### config.mk
export PLATFORM = sky130hd
export DESIGN_NAME = coin_input_encoder
export DESIGN_NICKNAME = d
export VERILOG_FILES = /design/src/rtl/coin_input_encoder.sv
export SDC_FILE = /design/constraint.sdc
export NUM_CORES = 1
export LEC_CHECK = 0
export ABC_AREA = 1
export BUFFER_PORTS_ARGS = -buffer_cell sky130_fd_sc_hd__buf_2
export CAP_MARGIN = 20
export CELL_PAD_IN_SITES_DETAIL_PLACEMENT = 0
export CELL_PAD_IN_SITES_GLOBAL_PLACEMENT = 2
export CORE_ASPECT_RATIO = 1.1
export CORE_MARGIN = 5
export CORE_UTILIZATION = 37
export CTS_CLUSTER_SIZE = 10
export DETAILED_ROUTE_END_ITERATION = 10
export PLACE_DENSITY_LB_ADDON = 0.1
export REMOVE_ABC_BUFFERS = 1
export SLEW_MARGIN = 10
export SYNTH_ARGS = -nofsm -noshare
export SYNTH_HDL_FRONTEND = slang
export SYNTH_SLANG_ARGS = --single-unit
### constraint.sdc
create_clock -name clk -period 2.65 [get_ports clk]
set_input_delay 0.3975 -clock clk [delete_from_list [all_inputs] [get_ports clk]]
set_output_delay 0.3975 -clock clk [all_outputs]
set_load 0.02 [all_outputs]
### src/rtl/coin_input_encoder.sv
// Coin/cancel sensor conditioning: 2-flop sync, per-line debounce, rise detect, one pending event per line,
// priority coin encoding plus cancel strobe. Optional audit counters when COIN_AUDIT_EN is defined.
module coin_input_encoder #(
  parameter int DEBOUNCE_CYCLES = 4
) (
  input  logic       clk,
  input  logic       rst_n,
  input  logic [3:0] coin_raw,
  input  logic       accept_en,
  output logic [1:0] eo,
  output logic       eo_valid,
  output logic       cancel_pulse,
  output logic [3:0] coin_overrun,
  input  logic [1:0] audit_sel,
  output logic [7:0] audit_count
);

  localparam int CW = $clog2(DEBOUNCE_CYCLES + 1);
  localparam logic [CW-1:0] CNT_LAST = CW'(DEBOUNCE_CYCLES - 1);

  logic [3:0]    s1, s2, stable, stable_q, pending, rise, clr;
  logic [CW-1:0] cnt [4];
  logic [1:0]    code;
  logic          coin_fire;

  assign rise = stable & ~stable_q;

  always_ff @(posedge clk or negedge rst_n) begin
    if (!rst_n) begin
      s1       <= '0;
      s2       <= '0;
      stable   <= '0;
      stable_q <= '0;
      for (int i = 0; i < 4; i++) cnt[i] <= '0;
    end else begin
      s1       <= coin_raw;
      s2       <= s1;
      stable_q <= stable;
      // A line must disagree with its stable level for DEBOUNCE_CYCLES consecutive cycles to flip it.
      for (int i = 0; i < 4; i++) begin
        if (s2[i] == stable[i]) begin
          cnt[i] <= '0;
        end else if (cnt[i] == CNT_LAST) begin
          stable[i] <= s2[i];
          cnt[i]    <= '0;
        end else begin
          cnt[i] <= cnt[i] + 1'b1;
        end
      end
    end
  end

  // Highest pending coin wins when the FSM accepts; cancel is independent of accept_en.
  always_comb begin
    clr       = '0;
    code      = 2'b00;
    coin_fire = 1'b0;
    if (accept_en) begin
      if (pending[2]) begin
        clr[2] = 1'b1; code = 2'b11; coin_fire = 1'b1;
      end else if (pending[1]) begin
        clr[1] = 1'b1; code = 2'b10; coin_fire = 1'b1;
      end else if (pending[0]) begin
        clr[0] = 1'b1; code = 2'b01; coin_fire = 1'b1;
      end
    end
    if (pending[3]) clr[3] = 1'b1;
  end

  always_ff @(posedge clk or negedge rst_n) begin
    if (!rst_n) begin
      pending      <= '0;
      coin_overrun <= '0;
      eo           <= 2'b00;
      eo_valid     <= 1'b0;
      cancel_pulse <= 1'b0;
    end else begin
      pending      <= (pending & ~clr) | rise;
      coin_overrun <= coin_overrun | (rise & pending & ~clr);
      eo           <= code;
      eo_valid     <= coin_fire;
      cancel_pulse <= pending[3];
    end
  end

`ifdef COIN_AUDIT_EN
  logic [7:0] audit_cnt [4];

  always_ff @(posedge clk or negedge rst_n) begin
    if (!rst_n) begin
      for (int i = 0; i < 4; i++) audit_cnt[i] <= '0;
      audit_count <= '0;
    end else begin
      for (int i = 0; i < 4; i++) begin
        if (clr[i] && audit_cnt[i] != 8'hFF) audit_cnt[i] <= audit_cnt[i] + 8'd1;
      end
      audit_count <= audit_cnt[audit_sel];
    end
  end
`else
  logic unused_audit;
  assign unused_audit = ^audit_sel;
  assign audit_count  = 8'd0;
`endif

endmodule
Yosys cells after proc, flatten, opt, wreduce, memory -nomap -nowiden
Index checks and enable logic that the tools add are counted.

Memory bits (read-only): 0. Input bits: 9. Bits in latches: 0. Memories kept: 0. Register bits after elaboration: 40. Word-level logic and storage cells: 66. Memory bits (writable): 0. Output and inout port bits: 16.

$lt $le $gt $ge: 0. Mux-type cells: 22. Add/sub/neg operators: 4. Equality and inequality tests: 8. Div/mod/pow operators: 0. Bitwise gates (word level): 12. Reductions and logical operators: 4. Multiply operators: 0. Shift operators: 0.

Operators by type and width (number): $mux W3 (9); $and A4 B4 Y4 (4); $add A3 B1 Y3 const B (4); $eq A3 B2 Y1 const B (4); $mux W1 (9); $mux W2 (4); $not A4 Y4 (2); $or A4 B4 Y4 (2); $reduce_and A2 Y1 (4); $eq A1 B1 Y1 (4); $not A1 Y1 (4).

Longest topological paths before layout
Word-level depth: 7. Gate-level depth with buffers: 4.

Worst setup path after synthesis
Ideal clock, no wire load.

Kind: reg2reg. Start point: reg cnt[3] in the netlist's numbering. End point: reg cnt[5] in the netlist's numbering. Required time: 2578 ps. Period minus slack after synthesis: 933 ps. Library setup time: 72 ps. Arrival time: 861 ps. Stages on the path, launching flop included: 4. Buffers on the path: 0. Setup slack: 1717 ps. Path through: dfrtp_1 > ha_1 > or2_0 > nor2_1.

Cells in the longest elaborated chain, start to end: 3. Elaborated cells on any way between the ends: 4. Classes of those cells: 1 x add/sub; 1 x eq/ne; 2 x mux.

Ends and longest elaborated chain: start, declared (RTL line 22) `logic [CW-1:0] cnt [4];`; start signal, assigned by index (RTL line 47) `cnt[i] <= cnt[i] + 1'b1;`; $add A3 B1 Y3 or $eq A3 B2 Y1 (tied branches) (RTL line 47, 43); $mux W3 (*) (RTL line 43) `end else if (cnt[i] == CNT_LAST) begin`; $mux W3 (*) (RTL line 41) `if (s2[i] == stable[i]) begin`.

Mark *: on every way between the ends. The rest lies on a longest branch, timed or not. A chain may end at the register's enable or synchronous reset.

Worst setup path in the final report
Start point: reg coin_overrun[0]. End point: out coin_overrun[0].

RTL lines: start, declared (RTL line 13) `output logic [3:0] coin_overrun,`; start signal, assigned (RTL line 79) `coin_overrun <= coin_overrun | (rise & pending & ~clr);`.

No word-level cell between the ends.

==> impl_metrics.tcl <==
set metrics [dict create \
    status "complete, no violations" \
    required_ns 2.25 \
    end_kind "output pin" \
    min_path_type "primary input to flip-flop" \
    p_seq_share_pct 50.4 \
    hold-worst-slack_ns 0.214 \
    rows 24 \
    ioPinCount 25 \
    cellLeakagePower_nw 0.863 \
    cts.clk_slew.worst_paths_ns 0.07 \
    r2r_end "cnt[5]$_DFF_PN0_" \
    wl_per_cell_microns 9.63 \
    dp_hpwl_microns 1360 \
    multi_input_area_sq_um 369 \
    portBuffers 14 \
    clock_sinks 40 \
    tightest_slew_ns 0.859 \
    clockBufferDepth 2 \
    drv_cap 0 \
    setup_viol 0 \
    post-route-drc-count 0 \
    grt_max_degree 41 \
    cp_slowest_cell "dfrtp_1" \
    min_to "s1[3]$_DFF_PN0_" \
    drt_iter0_markers 25 \
    syn-mean-instance-area_sq_um 10.9 \
    h-tree-depth 2 \
    max_freq_mhz 821 \
    p_comb_share_pct 22.6 \
    synth_largest_area_cell "dfrtp_1" \
    yosysSeqAreaShare_pct 68.0 \
    path_depth 1 \
    cts_resized 0 \
    synthDistinctLibCells 16 \
    swShare_pct 30.4 \
    rr_worst_depth 3 \
    area_growth_pct 13.9 \
    avgViaCountPerCell 3.88 \
    design_power_total_mw 1.75 \
    crit_chain "buf_2" \
    crit_path_max_fanout 2 \
    drt-pass1-iter-count 4 \
    diodes 0 \
    layout-drive-gt1-share_pct 14.2 \
    path_class "flip-flop to output pin" \
    numCtsBuffers 5 \
    synthCells 135 \
    max_slew_margin_pct 42.7 \
    synth_top_area_share_pct 68.0 \
    yosysWarnings 0 \
    arrival_ns 0.82 \
    die_y_microns 76.1 \
    gp_congestion 0.731 \
    switchingPower_mw 0.531 \
    clock_latency_ns 0.28 \
    cts_hold_buf 0 \
    reg2reg_slack_ns 1.66 \
    totalWireLength_microns 1990 \
    overflow 0 \
    grt_pass1_vias 770 \
    startpoint_type "flip-flop" \
    finalHoldViolations 0 \
    peakVddDrop_v 0.000442 \
    clkPwrFrac_pct 27.1 \
    syn_area_sq_um 1470 \
    cts_tree "built" \
    dieArea_sq_um 5340 \
    cts_setup_buffers 0 \
    core_sq_um 3900 \
    hp-start "coin_raw[3]" \
    p_per_area_nw_per_um2 1040 \
    finalCritPeriodShare_pct 46.0 \
    fin_crit_ns 1.22 \
    final.setup.tns_ns 0 \
    start_util_pct 37.7 \
    vias 804 \
    n_fill_cell 402 \
    ff_latch_area_sq_um 1000 \
    critPathTopFamily "flip-flops" \
    drv_slew 0 \
    crit_path_max_incr_delay_ns 0.38 \
    rsz0062_at_grt "false" \
    min_path_cells 1 \
    worst-path-buf-inv 1 \
    grt_usage_pct 8.29 \
    synth_area_leaders "dfrtp_1 (68%), nand2_1 (6.4%), nor2_1 (4.8%)" \
    ant_nets 0 \
    skew_ns 0.00376 \
    fin_nets 167 \
    antenna_found_initial 0 \
    die_w_microns 70.1 \
    clockRootBuffer "clkbuf_8" \
    grt_pass1_wl_microns 3430 \
    synth-seq-cells 40 \
    r2r_start "cnt[3]$_DFF_PN0_" \
    intPower_mw 1.22 \
]
-- metrics by stage --
step / instances / worst slack (ns) / cell area, sq um / utilization (%)
after floorplan: 133 / 1.72 / 1430 / -
final: 207 / 1.43 / 1680 / 42.9
after CTS: 207 / 1.40 / 1680 / 42.9
after detailed placement: 199 / 1.49 / 1570 / 40.2
after global routing: 207 / 1.38 / 1680 / 42.9
after global placement: 199 / 1.53 / 1570 / 40.2
-- synth_stat cells, drive strengths merged --
cell type / count
nand2: 25
conb: 1
ha: 4
nor2: 20
o21bai: 1
clkbuf: 1
o21ai: 3
or2: 4
xnor2: 4
dfrtp: 40
buf: 8
nand3: 3
inv: 17
a21oi: 4
-- cell type report --
| cell class | count | area share (%) |
|---|---|---|
| repair buffers | 14 | 4.18 |
| multi-input cells | 76 | 22.0 |
| clock buffers | 6 | 4.33 |
| flip-flops and latches | 40 | 59.7 |
| clock inverters | 2 | 2.09 |
| inverters | 17 | 3.81 |
| well taps | 52 | 3.88 |
-- metal layers --
| layer | up-vias | track usage, % | share of wire, % |
|---|---|---|---|
| li1 | 423 | - | - |
| met4 | 0 | 4.02 | 1.6 |
| met2 | 19 | 12.9 | 44 |
| met5 | - | 0 | 0 |
| met1 | 357 | 9.24 | 48 |
| met3 | 5 | 4.35 | 6.7 |
-- logic make-up after synthesis --
kind of cell             count (synthesis)  synth area share (%)
XOR/XNOR                                 4                  2.38
adder cells (fa/ha/maj)                  4                  3.40
flip-flops                              40                  68.0
other                                    1                 0.255
AND/OR/NAND/NOR                         52                  14.4
buffers and inverters                   26                  8.67
AO/OA/AOI/OAI                            8                  2.89
-- worst max path at each step --
stage               slack (ns)                      start                to
finish                    1.43  coin_overrun[0]$_DFF_PN0_   coin_overrun[0]
detailed placement        1.49                      rst_n   s1[1]$_DFF_PN0_
global placement          1.53                      rst_n   s1[1]$_DFF_PN0_
floorplan                 1.72           cnt[3]$_DFF_PN0_  cnt[5]$_DFF_PN0_
CTS                       1.40  coin_overrun[0]$_DFF_PN0_   coin_overrun[0]
global route              1.38  coin_overrun[0]$_DFF_PN0_   coin_overrun[0]
-- layout by cell type (no fill, tap or decap), types with 2 or more instances in the layout --
| cell type | count |
|---|---|
| nand3_1 | 3 |
| o21ai_0 | 2 |
| nand2_1 | 25 |
| ha_1 | 4 |
| or2_0 | 4 |
| conb_1 | 8 |
| xnor2_1 | 4 |
| clkbuf_8 | 5 |
| dfrtp_1 | 40 |
| a21oi_1 | 4 |
| inv_1 | 17 |
| buf_2 | 14 |
| nor2_1 | 19 |
-- sequential cells by signal (all words and copies together), names as in the netlist --
| name | flops |
|---|---|
| coin_overrun | 4 |
| stable | 4 |
| eo | 2 |
| s2 | 4 |
| pending | 4 |
| cnt | 12 |
| cancel_pulse | 1 |
| stable_q | 4 |
| s1 | 4 |
| eo_valid | 1 |
-- power by group through the flow --
stage	logic (mW)	clock network, mW	registers, mW
final	0.394	0.473	0.880
after global routing	0.464	0.517	0.900
after CTS	0.402	0.497	0.880
after detailed placement	0.401	0	0.892
after global placement	0.389	0	0.886
after floorplan	0.263	0	0.915
Note: power is estimated with default switching activity, not from simulation.
